==> src/rtl/multicycle_control.sv <==
`timescale 1ns/1ps
// Multicycle MIPS-subset control unit: Moore FSM whose strobes decode only the registered state.
// Each state lasts one cycle; FETCH-to-FETCH is 2 to 5 cycles depending on the opcode; there is no backpressure.
module multicycle_control #(
  parameter int CNT_W = 32
) (
  input  logic             clock,
  input  logic             reset,
  input  logic [5:0]       opcode,
  output logic             PCWrite,
  output logic             PCWriteCond,
  output logic             IorD,
  output logic             MemRead,
  output logic             MemWrite,
  output logic             MemtoReg,
  output logic             IRWrite,
  output logic             ALUSrcA,
  output logic             RegWrite,
  output logic             RegDst,
  output logic [1:0]       PCSource,
  output logic [1:0]       ALUOp,
  output logic [1:0]       ALUSrcB,
  output logic [3:0]       state,
  output logic             illegal,
  output logic [CNT_W-1:0] fetch_count
);

  typedef enum logic [3:0] {
    S_FETCH        = 4'd0,
    S_DECODE       = 4'd1,
    S_MEMADDR      = 4'd2,
    S_MEMREAD      = 4'd3,
    S_MEMWB        = 4'd4,
    S_MEMWRITE     = 4'd5,
    S_EXEC         = 4'd6,
    S_RCOMPLETE    = 4'd7,
    S_BRANCH       = 4'd8,
    S_JUMP         = 4'd9,
    S_ADDIEXEC     = 4'd10,
    S_ADDICOMPLETE = 4'd11
  } state_t;

  localparam logic [5:0] OP_RTYPE = 6'h00;
  localparam logic [5:0] OP_J     = 6'h02;
  localparam logic [5:0] OP_BEQ   = 6'h04;
  localparam logic [5:0] OP_ADDI  = 6'h08;
  localparam logic [5:0] OP_LW    = 6'h23;
  localparam logic [5:0] OP_SW    = 6'h2B;

  state_t           state_q, state_d;
  logic [5:0]       opcode_q, opcode_d;
  logic             illegal_q, illegal_d;
  logic [CNT_W-1:0] fetch_count_q, fetch_count_d;

  always_ff @(posedge clock or posedge reset) begin
    if (reset) begin
      state_q       <= S_FETCH;
      opcode_q      <= 6'h00;
      illegal_q     <= 1'b0;
      fetch_count_q <= '0;
    end else begin
      state_q       <= state_d;
      opcode_q      <= opcode_d;
      illegal_q     <= illegal_d;
      fetch_count_q <= fetch_count_d;
    end
  end

  always_comb begin
    state_d       = S_FETCH;
    opcode_d      = opcode_q;
    illegal_d     = 1'b0;
    fetch_count_d = fetch_count_q;
    case (state_q)
      S_FETCH: begin
        state_d       = S_DECODE;
        fetch_count_d = fetch_count_q + {{(CNT_W-1){1'b0}}, 1'b1};
      end
      S_DECODE: begin
        opcode_d = opcode;
        case (opcode)
          OP_LW, OP_SW: state_d = S_MEMADDR;
          OP_RTYPE:     state_d = S_EXEC;
          OP_BEQ:       state_d = S_BRANCH;
          OP_J:         state_d = S_JUMP;
          OP_ADDI:      state_d = S_ADDIEXEC;
          default: begin
            state_d   = S_FETCH;
            illegal_d = 1'b1;
          end
        endcase
      end
      // The live opcode may already belong to the next fetch; use the copy taken in DECODE.
      S_MEMADDR:  state_d = (opcode_q == OP_LW) ? S_MEMREAD : S_MEMWRITE;
      S_MEMREAD:  state_d = S_MEMWB;
      S_EXEC:     state_d = S_RCOMPLETE;
      S_ADDIEXEC: state_d = S_ADDICOMPLETE;
      default:    state_d = S_FETCH;
    endcase
  end

  always_comb begin
    PCWrite     = 1'b0;
    PCWriteCond = 1'b0;
    IorD        = 1'b0;
    MemRead     = 1'b0;
    MemWrite    = 1'b0;
    MemtoReg    = 1'b0;
    IRWrite     = 1'b0;
    ALUSrcA     = 1'b0;
    RegWrite    = 1'b0;
    RegDst      = 1'b0;
    PCSource    = 2'b00;
    ALUOp       = 2'b00;
    ALUSrcB     = 2'b00;
    case (state_q)
      S_FETCH: begin
        MemRead = 1'b1;
        IRWrite = 1'b1;
        PCWrite = 1'b1;
        ALUSrcB = 2'b01;
      end
      S_DECODE: ALUSrcB = 2'b11;
      S_MEMADDR, S_ADDIEXEC: begin
        ALUSrcA = 1'b1;
        ALUSrcB = 2'b10;
      end
      S_MEMREAD: begin
        MemRead = 1'b1;
        IorD    = 1'b1;
      end
      S_MEMWB: begin
        MemtoReg = 1'b1;
        RegWrite = 1'b1;
      end
      S_MEMWRITE: begin
        MemWrite = 1'b1;
        IorD     = 1'b1;
      end
      S_EXEC: begin
        ALUSrcA = 1'b1;
        ALUOp   = 2'b10;
      end
      S_RCOMPLETE: begin
        RegDst   = 1'b1;
        RegWrite = 1'b1;
      end
      S_BRANCH: begin
        ALUSrcA     = 1'b1;
        ALUOp       = 2'b01;
        PCWriteCond = 1'b1;
        PCSource    = 2'b01;
      end
      S_JUMP: begin
        PCWrite  = 1'b1;
        PCSource = 2'b10;
      end
      S_ADDICOMPLETE: RegWrite = 1'b1;
      default: ;
    endcase
  end

  assign state       = state_q;
  assign illegal     = illegal_q;
  assign fetch_count = fetch_count_q;

endmodule

==> config.mk <==
export PLATFORM = sky130hd
export DESIGN_NAME = multicycle_control
export DESIGN_NICKNAME = d
export VERILOG_FILES = /design/src/rtl/multicycle_control.sv
export SDC_FILE = /design/constraint.sdc
export NUM_CORES = 1
export LEC_CHECK = 0
export CORE_MARGIN = 1
export CORE_UTILIZATION = 43
export CTS_CLUSTER_SIZE = 8
export DETAILED_ROUTE_END_ITERATION = 8
export GPL_ROUTABILITY_DRIVEN = 0
export PLACE_DENSITY = 0.84
export REMOVE_ABC_BUFFERS = 1
export SYNTH_ARGS = -nofsm -noshare
export SYNTH_HDL_FRONTEND = slang
export SYNTH_SLANG_ARGS = --single-unit
==> constraint.sdc <==
create_clock -name clock -period 2 [get_ports clock]
set_input_delay 0.2 -clock clock [delete_from_list [all_inputs] [get_ports clock]]
set_output_delay 0.2 -clock clock [all_outputs]
set_load 0.02 [all_outputs]
==> results of run 1 <==
==> power by group through the flow <==
stage	Sequential [mW]	Combinational, mW	Clock (mW)
floorplan	1.26	0.440	0
global placement	1.14	1.03	0
detailed placement	1.14	1.05	0
CTS	1.13	1.01	0.627
global route	1.15	1.13	0.657
finish	1.13	1.04	0.611
==> worst min-delay path by stage <==
stage,to,cells after the start
after global routing,fetch_count[11]$_DFFE_PP0P_,3
after global placement,fetch_count[31]$_DFFE_PP0P_,1
final,fetch_count[22]$_DFFE_PP0P_,3
after detailed placement,fetch_count[31]$_DFFE_PP0P_,1
after floorplan,state[0]$_DFF_PP0_,2
after CTS,fetch_count[22]$_DFFE_PP0P_,3
==> kinds of logic after synthesis <==
| family | share of synthesized area [%] |
|---|---|
| compound gates | 3.48 |
| buf+inv | 3.76 |
| xor+xnor | 13.6 |
| flops | 49.0 |
| simple gates | 26.6 |
| fa+ha+maj | 0.570 |
| mux | 3.08 |
==> routing by layer <==
layer,vias to the layer above,global-route usage (%),part of all wire (%)
met5,-,0,0
met4,0,6.62,0.91
met3,6,3.43,4.9
met2,52,32.9,51
met1,881,25.3,44
li1,898,-,-
==> critical path: cells and delay by family, from the launching register on <==
family                    cells  cell delay [ns]
xor gates and xnor gates      1             0.18
and+or+nand+nor               3             1.16
buffers and inverters         1             0.17
DFF                           1             0.39
==> cell usage in the layout (no fill, tap or decap), drive strengths merged, types with 5 or more instances in the layout <==
cell type and instances:
clkdlybuf4s50 45, xor2 21, nand2 21, nor2 12, clkbuf 8, inv 8
xnor2 13, nor4 10, a21oi 5, dlygate4sd2 12, mux2 6, nand3 11
dfrtp 43, nor3 14, buf 18
==> final cells by class <==
type | instances | share of cell area (%)
clock buffer | 7 | 3.10
clock inverter | 1 | 0.242
inverter | 8 | 0.968
multi-input combinational | 155 | 35.1
sequential | 43 | 34.7
tap | 67 | 2.70
timing repair buffer | 78 | 23.2
==> state kept, by name, summed over array words and instances (netlist names) <==
signal       flops
fetch_count     32
opcode_q         6
state            4
illegal          1
==> repair_timing <==
item / CTS / global route
buffers inserted: 0 / 1
pin swaps: 0 / 4
hold buffers: 0 / 0
endpoints found under the setup margin: 14 / 13
gates cloned: 0 / 1
gates resized for setup: 16 / 14
hold endpoints to repair: 0 / 0
==> metrics by stage <==
step / setup WS (ns) / hold slack [ns] / util, %
floorplan: -0.373 / 0.351 / -
global placement: 0.0590 / 0.465 / 61.2
finish: 0.0373 / 0.337 / 64.4
CTS: 0.00342 / 0.357 / 63.1
global route: -0.0348 / 0.423 / 64.4
detailed placement: 0.0154 / 0.465 / 61.2
==> impl_metrics.json, run 1 <==
{
  "root_buffer": "clkbuf_8",
  "synth.cells.most_frequent": "43 x dfrtp_1, 21 x nand2_1, 21 x xor2_1, 14 x nor3_1, 13 x xnor2_1",
  "drt_first_pass_iters": 4,
  "avgSynthCellArea_sq_um": 10.2,
  "clock_latency_ns": 0.29,
  "hold_viol": 0,
  "p_leak_nw": 1.47,
  "synthTopCellsByArea": "dfrtp_1 49%, xor2_1 8.4%, xnor2_1 5.2%, nand2_1 3.6%, nor3_1 3.2%",
  "wl_per_cell_um": 13.5,
  "final_layout_size_suffix_gt1_share_pct": 16.1,
  "seq_area_frac_synth_pct": 49.0,
  "path_cells": "or4_4 -> or3_4 -> buf_2 -> nor3b_1 -> xor2_1",
  "reg2reg_slack_ns": 0.04,
  "finalWirelength_mm": 4.86,
  "n_fill_cell": 437,
  "instances_no_fill": 359,
  "r2r-end": "fetch_count[19]$_DFFE_PP0P_",
  "dpl.cell_count": 349,
  "crit_start": "state[0]$_DFF_PP0_",
  "status": "finished, final reports clean",
  "first_global_vias": 1732,
  "antenna_found_initial": 0,
  "ys_async_sr_fraction_pct": 100,
  "relSlewSlack_pct": 63.4,
  "tritoncts": "built",
  "worstPathArrival_ns": 2.18,
  "finalCritPeriodShare_pct": 98.1,
  "worstPathRequired_ns": 2.22,
  "crit_path_end": "fetch_count[19]$_DFFE_PP0P_",
  "yosysWarnings": 0,
  "r2r_cells": 5,
  "p_int_mw": 1.83,
  "clock_skew_ns": 0.00813,
  "dp_hpwl_mm": 3.44,
  "numCtsBuffers": 5,
  "die_y_um": 73.5,
  "synth_edf_count": 0,
  "max_stage_delay_ns": 0.53,
  "reg2reg_from": "state[0]$_DFF_PP0_",
  "grt_pass1_wl_mm": 8.10,
  "grt-ovfl-total": 0,
  "clkPwrFrac_pct": 22.0,
  "cap_violations": 0,
  "regArea_sq_mm": 0.00108,
  "antennaDiodeCount": 0,
  "vias": 1837,
  "criticalPathCategory": "reg2reg",
  "design_power_total_mw": 2.78,
  "netlist_area_sq_mm": 0.00220,
  "ir_drop_v": 0.000669,
  "syn_inst": 216,
  "start_util_pct": 45.6,
  "cts_max_level": 2,
  "ys_types": 35,
  "grt_usage_pct": 19.5,
  "path_clk_slew_ns": 0.08,
  "timing.fmax_mhz": 510,
  "multiInputGateArea_sq_mm": 0.00109,
  "grt_start_max_net_pins": 44,
  "die_w_um": 73.5,
  "rsz0062_at_grt": "yes",
  "ys.flop_type": "dfrtp_1",
  "rows": 25,
  "nNetsFinal": 300,
  "drtIter0Drc": 102,
  "p_sw_share_pct": 34.2,
  "crit_fanout": 5,
  "io_pins": 61,
  "powerDensity_mw_per_mm2": 895,
  "ys_seq_elements": 43,
  "yosys.area.top_type_share_pct": 49.0,
  "cts_buffer_depth": 2,
  "core-area_sq_mm": 0.00482,
  "yosysMostFrequentCell": "dfrtp_1",
  "ant_nets": 0,
  "cp-start-kind": "register",
  "final-setup-viol-count": 0,
  "final_area_sq_mm": 0.00310,
  "drt_drc_violations_left": 0,
  "fin_crit_ns": 1.96,
  "p_seq_share_pct": 40.7,
  "port_buffers": 60,
  "crit_slowest_cell": "or4_4",
  "p_sw_mw": 0.950,
  "setup_tns_ns": 0,
  "max_slew.worst_pin.slew_ns": 0.548,
  "endpoint_kind": "register",
  "yosysTopAreaCell": "dfrtp_1",
  "hp-class": "in2async",
  "cts.sinks": 43,
  "fp.dieArea_sq_mm": 0.00540,
  "drv_slew": 0,
  "combPwrFrac_pct": 37.3,
  "area_growth_pct": 41.3,
  "place_area_sq_mm": 0.00295,
  "viasPerCell": 5.12
}
Note: power is estimated with default switching activity, not from simulation.
==> inputs of run 2 (changes only) <==
- ABC_AREA: default -> 1
- CORE_UTILIZATION: 43 -> 45
- PLACE_DENSITY: 0.84 -> 0.85
- SLEW_MARGIN: default -> 10
==> impl_metrics.json, run 2 <==
{
  "p_seq_share_pct": 41.8,
  "die_w_um": 76.5,
  "timing.fmax_mhz": 529,
  "grt_pass1_wl_mm": 9.85,
  "netlist_area_sq_mm": 0.00250,
  "grt_start_max_net_pins": 44,
  "clkPwrFrac_pct": 19.3,
  "final_util_pct": 62.8,
  "hp-class": "in2async",
  "cpMostUsedCell": "nor2_1",
  "cts_buffer_depth": 2,
  "powerDensity_mw_per_mm2": 844,
  "timing.hold.ws_ns": 0.335,
  "fp.dieArea_sq_mm": 0.00585,
  "yosysMostFrequentCell": "nand2_1",
  "final_cell_mix": "95 x nand2_1, 51 x nor2_1, 44 x clkdlybuf4s50_1",
  "ys_types": 28,
  "first_global_vias": 2255,
  "core-area_sq_mm": 0.00524,
  "p_sw_share_pct": 38.9,
  "combPwrFrac_pct": 38.9,
  "finalCritPeriodShare_pct": 94.5,
  "rows": 26,
  "dp_slack_ns": 0.167,
  "avgSynthCellArea_sq_um": 7.43,
  "p_sw_mw": 1.08,
  "final_layout_size_suffix_gt1_share_pct": 7.37,
  "cts.sinks": 43,
  "yosysWarnings": 0,
  "numCtsBuffers": 5,
  "yosys.area.top_type_share_pct": 43.1,
  "ir_drop_v": 0.000553,
  "root_buffer": "clkbuf_8",
  "synthTopCellsByArea": "dfrtp_1 43%, nand2_1 14%, nor2_1 7.7%, inv_1 6.3%, nand3_1 5.8%",
  "cts_hold_buf": 0,
  "p_int_mw": 1.70,
  "path_clk_slew_ns": 0.08,
  "tritoncts": "built",
  "clock_skew_ns": 0.00995,
  "io_pins": 61,
  "largest_reg_flops": 32,
  "clock_latency_ns": 0.30,
  "cts_setup_buffers": 0,
  "grt-ovfl-total": 0,
  "max_slew.worst_pin.slew_ns": 0.532,
  "ys.flop_type": "dfrtp_1",
  "seq_area_frac_synth_pct": 43.1,
  "rsz0062_at_grt": "yes",
  "ys_async_sr_fraction_pct": 100,
  "n_fill_cell": 457,
  "drv_slew": 0,
  "ant_nets": 0,
  "synth_edf_count": 0,
  "antenna_found_initial": 0,
  "grt_usage_pct": 20.8,
  "criticalPathCategory": "reg2out",
  "relSlewSlack_pct": 64.5,
  "vias": 2402,
  "layout_setup_ws_ns": 0.111,
  "crit_slowest_cell": "dfrtp_1",
  "worstPathRequired_ns": 1.80,
  "synth.cells.most_frequent": "95 x nand2_1, 51 x nor2_1, 43 x dfrtp_1, 42 x inv_1, 29 x nand3_1",
  "drtIter0Drc": 138,
  "die_y_um": 76.5,
  "viasPerCell": 5.04,
  "syn_inst": 336,
  "max_stage_delay_ns": 0.44,
  "fin_crit_ns": 1.89,
  "finalWirelength_mm": 5.70,
  "dp_hpwl_mm": 4.43,
  "endpoint_kind": "output pin",
  "final-setup-viol-count": 0,
  "cts_max_level": 2,
  "ys_seq_elements": 43,
  "cp-start-kind": "register",
  "crit_fanout": 6,
  "drt_drc_violations_left": 0,
  "path_cells": "inv_1 -> nand2_1 -> nor2_1 -> nor2_1 -> o21ai_0 -> dlygate4sd2_1",
  "mostFrequentLayoutCell": "nand2_1",
  "start_util_pct": 47.7,
  "nNetsFinal": 415,
  "yosysTopAreaCell": "dfrtp_1",
  "p_leak_nw": 1.57,
  "hold_viol": 0,
  "status": "finished, final reports clean",
  "antennaDiodeCount": 0,
  "worstPathArrival_ns": 1.69,
  "area_growth_pct": 31.8,
  "wl_per_cell_um": 11.9,
  "drt_first_pass_iters": 4,
  "port_buffers": 60,
  "cap_violations": 0
}
## run 2: cell count changes in the layout (fill, tap and decap cells not counted), sizes merged, moves of 5 or more
cell | before | now
nand2 | 21 | 97
nor2 | 12 | 63
inv | 8 | 43
nand3 | 11 | 32
buf | 18 | 5
xor2 | 21 | 8
nor4 | 10 | 0
o21ai | 4 | 13
nand4 | 4 | 11
mux2 | 6 | 0
nor3 | 14 | 8
xnor2 | 13 | 8
## run 2: timing repair
item                                    CTS  global route
gates resized for setup                  11             5
endpoints found under the setup margin   11             7
pin swaps                                 1             0
## run 2: layout make-up
type / instances / area (sq um) / area share (%)
timing repair buffer: 65 / 637 / 19.4
inverter: 44 / 165 / 5.02
multi-input combinational: 247 / 1240 / 37.8
clock inverter: 1 / 5.00 / 0.152
tap: 70 / 87.6 / 2.66
clock buffer: 7 / 76.3 / 2.32
sequential: 43 / 1080 / 32.7
## run 2: path summary, 6_finish.rpt
kind / slack (ns) / cells after the start / from / to
min: 0.33 / 3 / reset / fetch_count[26]$_DFFE_PP0P_
max reg2reg: 0.39 / 9 / state[1]$_DFF_PP0_ / fetch_count[21]$_DFFE_PP0P_
min in group clock: 0.48 / 2 / opcode_q[3]$_DFFE_PP0P_ / opcode_q[3]$_DFFE_PP0P_
min reg2reg: 0.48 / 2 / opcode_q[3]$_DFFE_PP0P_ / opcode_q[3]$_DFFE_PP0P_
max in group asynchronous: 1.30 / 3 / reset / fetch_count[7]$_DFFE_PP0P_
max: 0.11 / 6 / state[3]$_DFF_PP0_ / ALUSrcA
## run 2: power groups by stage
| stage | logic [mW] | registers [mW] | clock network, mW |
|---|---|---|---|
| after floorplan | 0.547 | 1.26 | 0 |
| after detailed placement | 1.12 | 1.18 | 0 |
| after CTS | 1.08 | 1.16 | 0.541 |
| after global routing | 1.17 | 1.18 | 0.573 |
| final | 1.08 | 1.16 | 0.535 |
| after global placement | 1.10 | 1.17 | 0 |
## run 2: critical path, delay by kind of cell (launching register included)
kind	cells	cell delay (ns)
AO/OA/AOI/OAI	1	0.07
AND/OR/NAND/NOR	3	0.44
buffers and inverters	2	0.45
flip-flops	1	0.44
## run 2: logic make-up after synthesis
family                     share of synthesized area, %
buffers and inverters                              7.12
and+or+nand+nor                                    39.3
xor gates and xnor gates                           5.61
AOI/OAI and AO/OA                                  4.31
DFF                                                43.1
adders and majority gates                         0.501
## run 2: metal layers
| layer | global-route usage, % | up-vias | part of all wire [%] |
|---|---|---|---|
| met5 | 0 | - | 0 |
| li1 | - | 1204 | - |
| met3 | 4.79 | 11 | 4.5 |
| met4 | 8.46 | 0 | 1.7 |
| met2 | 35.7 | 67 | 50 |
| met1 | 25.1 | 1120 | 44 |
## run 2: through the flow
step	TNS (ns)	std cells	total power [mW]	area [sq um]
4_1_cts	0	477	2.79	3280
5_1_grt	-0.0110	477	2.93	3290
3_3_place_gp	0	469	2.27	3210
3_5_place_dp	0	469	2.30	3210
6_report	0	477	2.78	3290
2_1_floorplan	0	334	1.81	2480
==> inputs of run 3 (changes only) <==
- CORE_UTILIZATION: 45 -> 46
- CTS_BUF_LIST: default -> sky130_fd_sc_hd__clkbuf_8
- PLACE_DENSITY: 0.85 -> 0.86
- TNS_END_PERCENT: default -> 10
==> impl_metrics.json, run 3 (synthesis results as in run 2) <==
{
  "final_layout_size_suffix_gt1_share_pct": 7.88,
  "n_fill_cell": 432,
  "crit_start": "state[3]$_DFF_PP0_",
  "core-area_sq_mm": 0.00517,
  "first_global_vias": 2377,
  "status": "finished, final reports clean",
  "clock_latency_ns": 0.30,
  "ant_nets": 0,
  "place_area_sq_mm": 0.00320,
  "cts_max_level": 2,
  "path_clk_slew_ns": 0.08,
  "dpl.cell_count": 468,
  "tritoncts": "built",
  "viasPerCell": 5.10,
  "die_w_um": 75.7,
  "path_depth": 6,
  "drt_drc_violations_left": 0,
  "cp-start-kind": "register",
  "p_leak_nw": 1.55,
  "hold_viol": 0,
  "criticalPathCategory": "reg2out",
  "r2r_cells": 6,
  "critPathBufInv": 2,
  "worstPathArrival_ns": 1.68,
  "io_pins": 61,
  "grt_usage_pct": 23.4,
  "port_buffers": 60,
  "cts_setup_buffers": 0,
  "drtIter0Drc": 113,
  "die_y_um": 75.7,
  "setup_tns_ns": 0,
  "grt-ovfl-total": 0,
  "timing.fmax_mhz": 533,
  "rows": 26,
  "top_layer_used": "met4",
  "drt_first_pass_iters": 4,
  "max_slew.worst_pin.slew_ns": 0.538,
  "grt_pass1_wl_mm": 10.1,
  "numCtsBuffers": 5,
  "powerDensity_mw_per_mm2": 849,
  "cts.sinks": 43,
  "antenna_found_initial": 0,
  "nNetsFinal": 414,
  "relSlewSlack_pct": 64.1,
  "grt_start_max_net_pins": 44,
  "finalWirelength_mm": 5.97,
  "cts_buffer_depth": 2,
  "cp_top_family": "buffers and inverters",
  "wl_per_cell_um": 12.5,
  "final-setup-viol-count": 0,
  "crit_slowest_cell": "dfrtp_1",
  "drv_slew": 0,
  "cap_violations": 0,
  "worstPathRequired_ns": 1.80,
  "fin_crit_ns": 1.88,
  "route.met3.wl_um": 356,
  "finalCritPeriodShare_pct": 93.9,
  "antennaDiodeCount": 0,
  "mostFrequentLayoutCell": "nand2_1",
  "rsz0062_at_grt": "no",
  "final_cell_mix": "95 x nand2_1, 50 x nor2_1, 44 x inv_1, 44 x clkdlybuf4s50_1, 41 x dfrtp_1",
  "root_buffer": "clkbuf_8",
  "final_util_pct": 63.5,
  "hp-class": "in2async",
  "fp.dieArea_sq_mm": 0.00573,
  "r2r-end": "fetch_count[22]$_DFFE_PP0P_",
  "max_stage_delay_ns": 0.42,
  "area_growth_pct": 31.5,
  "reg2reg_from": "fetch_count[1]$_DFFE_PP0P_",
  "reg2reg_slack_ns": 0.36,
  "path_cells": "inv_1 -> nand2_1 -> nor2_2 -> nor2_1 -> o21ai_0 -> dlygate4sd2_1",
  "vias": 2429,
  "crit_fanout": 6,
  "dp_hpwl_mm": 4.64,
  "drt-met1-wl_mm": 2.56,
  "endpoint_kind": "output pin",
  "ir_drop_v": 0.000652,
  "clock_skew_ns": 0.0112,
  "crit_path_end": "ALUSrcA",
  "wl_met2_mm": 2.92,
  "largest_reg_flops": 32,
  "final_area_sq_mm": 0.00328,
  "instances_no_fill": 476,
  "start_util_pct": 48.3
}
run 3: area by class of cell:
class,count,area (sq um),share of cell area [%]
repair buffers,64,626,19.1
well taps,70,87.6,2.67
inverters,44,165,5.03
clock buffers,5,68.8,2.10
multi-input cells,247,1240,37.9
clock inverters,3,12.5,0.381
flip-flops and latches,43,1080,32.9
run 3: how the worst min path moves through the flow:
stage	slack, ns	endpoint	cells after the start	from
6_report	0.33	opcode_q[5]$_DFFE_PP0P_	3	reset
5_1_grt	0.41	state[3]$_DFF_PP0_	3	reset
4_1_cts	0.35	fetch_count[30]$_DFFE_PP0P_	3	reset
3_5_place_dp	0.47	opcode_q[0]$_DFFE_PP0P_	2	opcode_q[0]$_DFFE_PP0P_
3_3_place_gp	0.46	opcode_q[0]$_DFFE_PP0P_	2	opcode_q[0]$_DFFE_PP0P_
2_1_floorplan	0.32	opcode_q[0]$_DFFE_PP0P_	2	opcode[0]
run 3: stage by stage:
step,total power [mW],hold WS (ns),worst slack [ns]
2_1_floorplan,1.81,0.317,0.358
3_3_place_gp,2.28,0.457,0.204
3_5_place_dp,2.32,0.468,0.142
4_1_cts,2.80,0.353,0.0185
5_1_grt,2.96,0.411,0.00515
6_report,2.79,0.334,0.123
run 3: per-layer routing:
layer / GRT usage [%] / vias to the layer above
li1: - / 1209
met1: 27.6 / 1125
met2: 39.6 / 80
met3: 6.61 / 15
met4: 10.9 / 0
met5: 0 / -
run 3: tightest hold or removal path: cells and delay by family:
family | cells | cell delay, ns
buffers and inverters | 3 | 0.89
run 3: report_power, final:
part | switching (mW) | internal (mW)
Clock | 0.288 | 0.235
Sequential | 0.158 | 1.02
Combinational | 0.655 | 0.431
run 3: repair_timing:
action | in CTS | in global routing
resized for setup | 13 | 6
endpoints found under the hold margin | 0 | 0
setup endpoints to repair | 12 | 5
hold buffers | 0 | 0
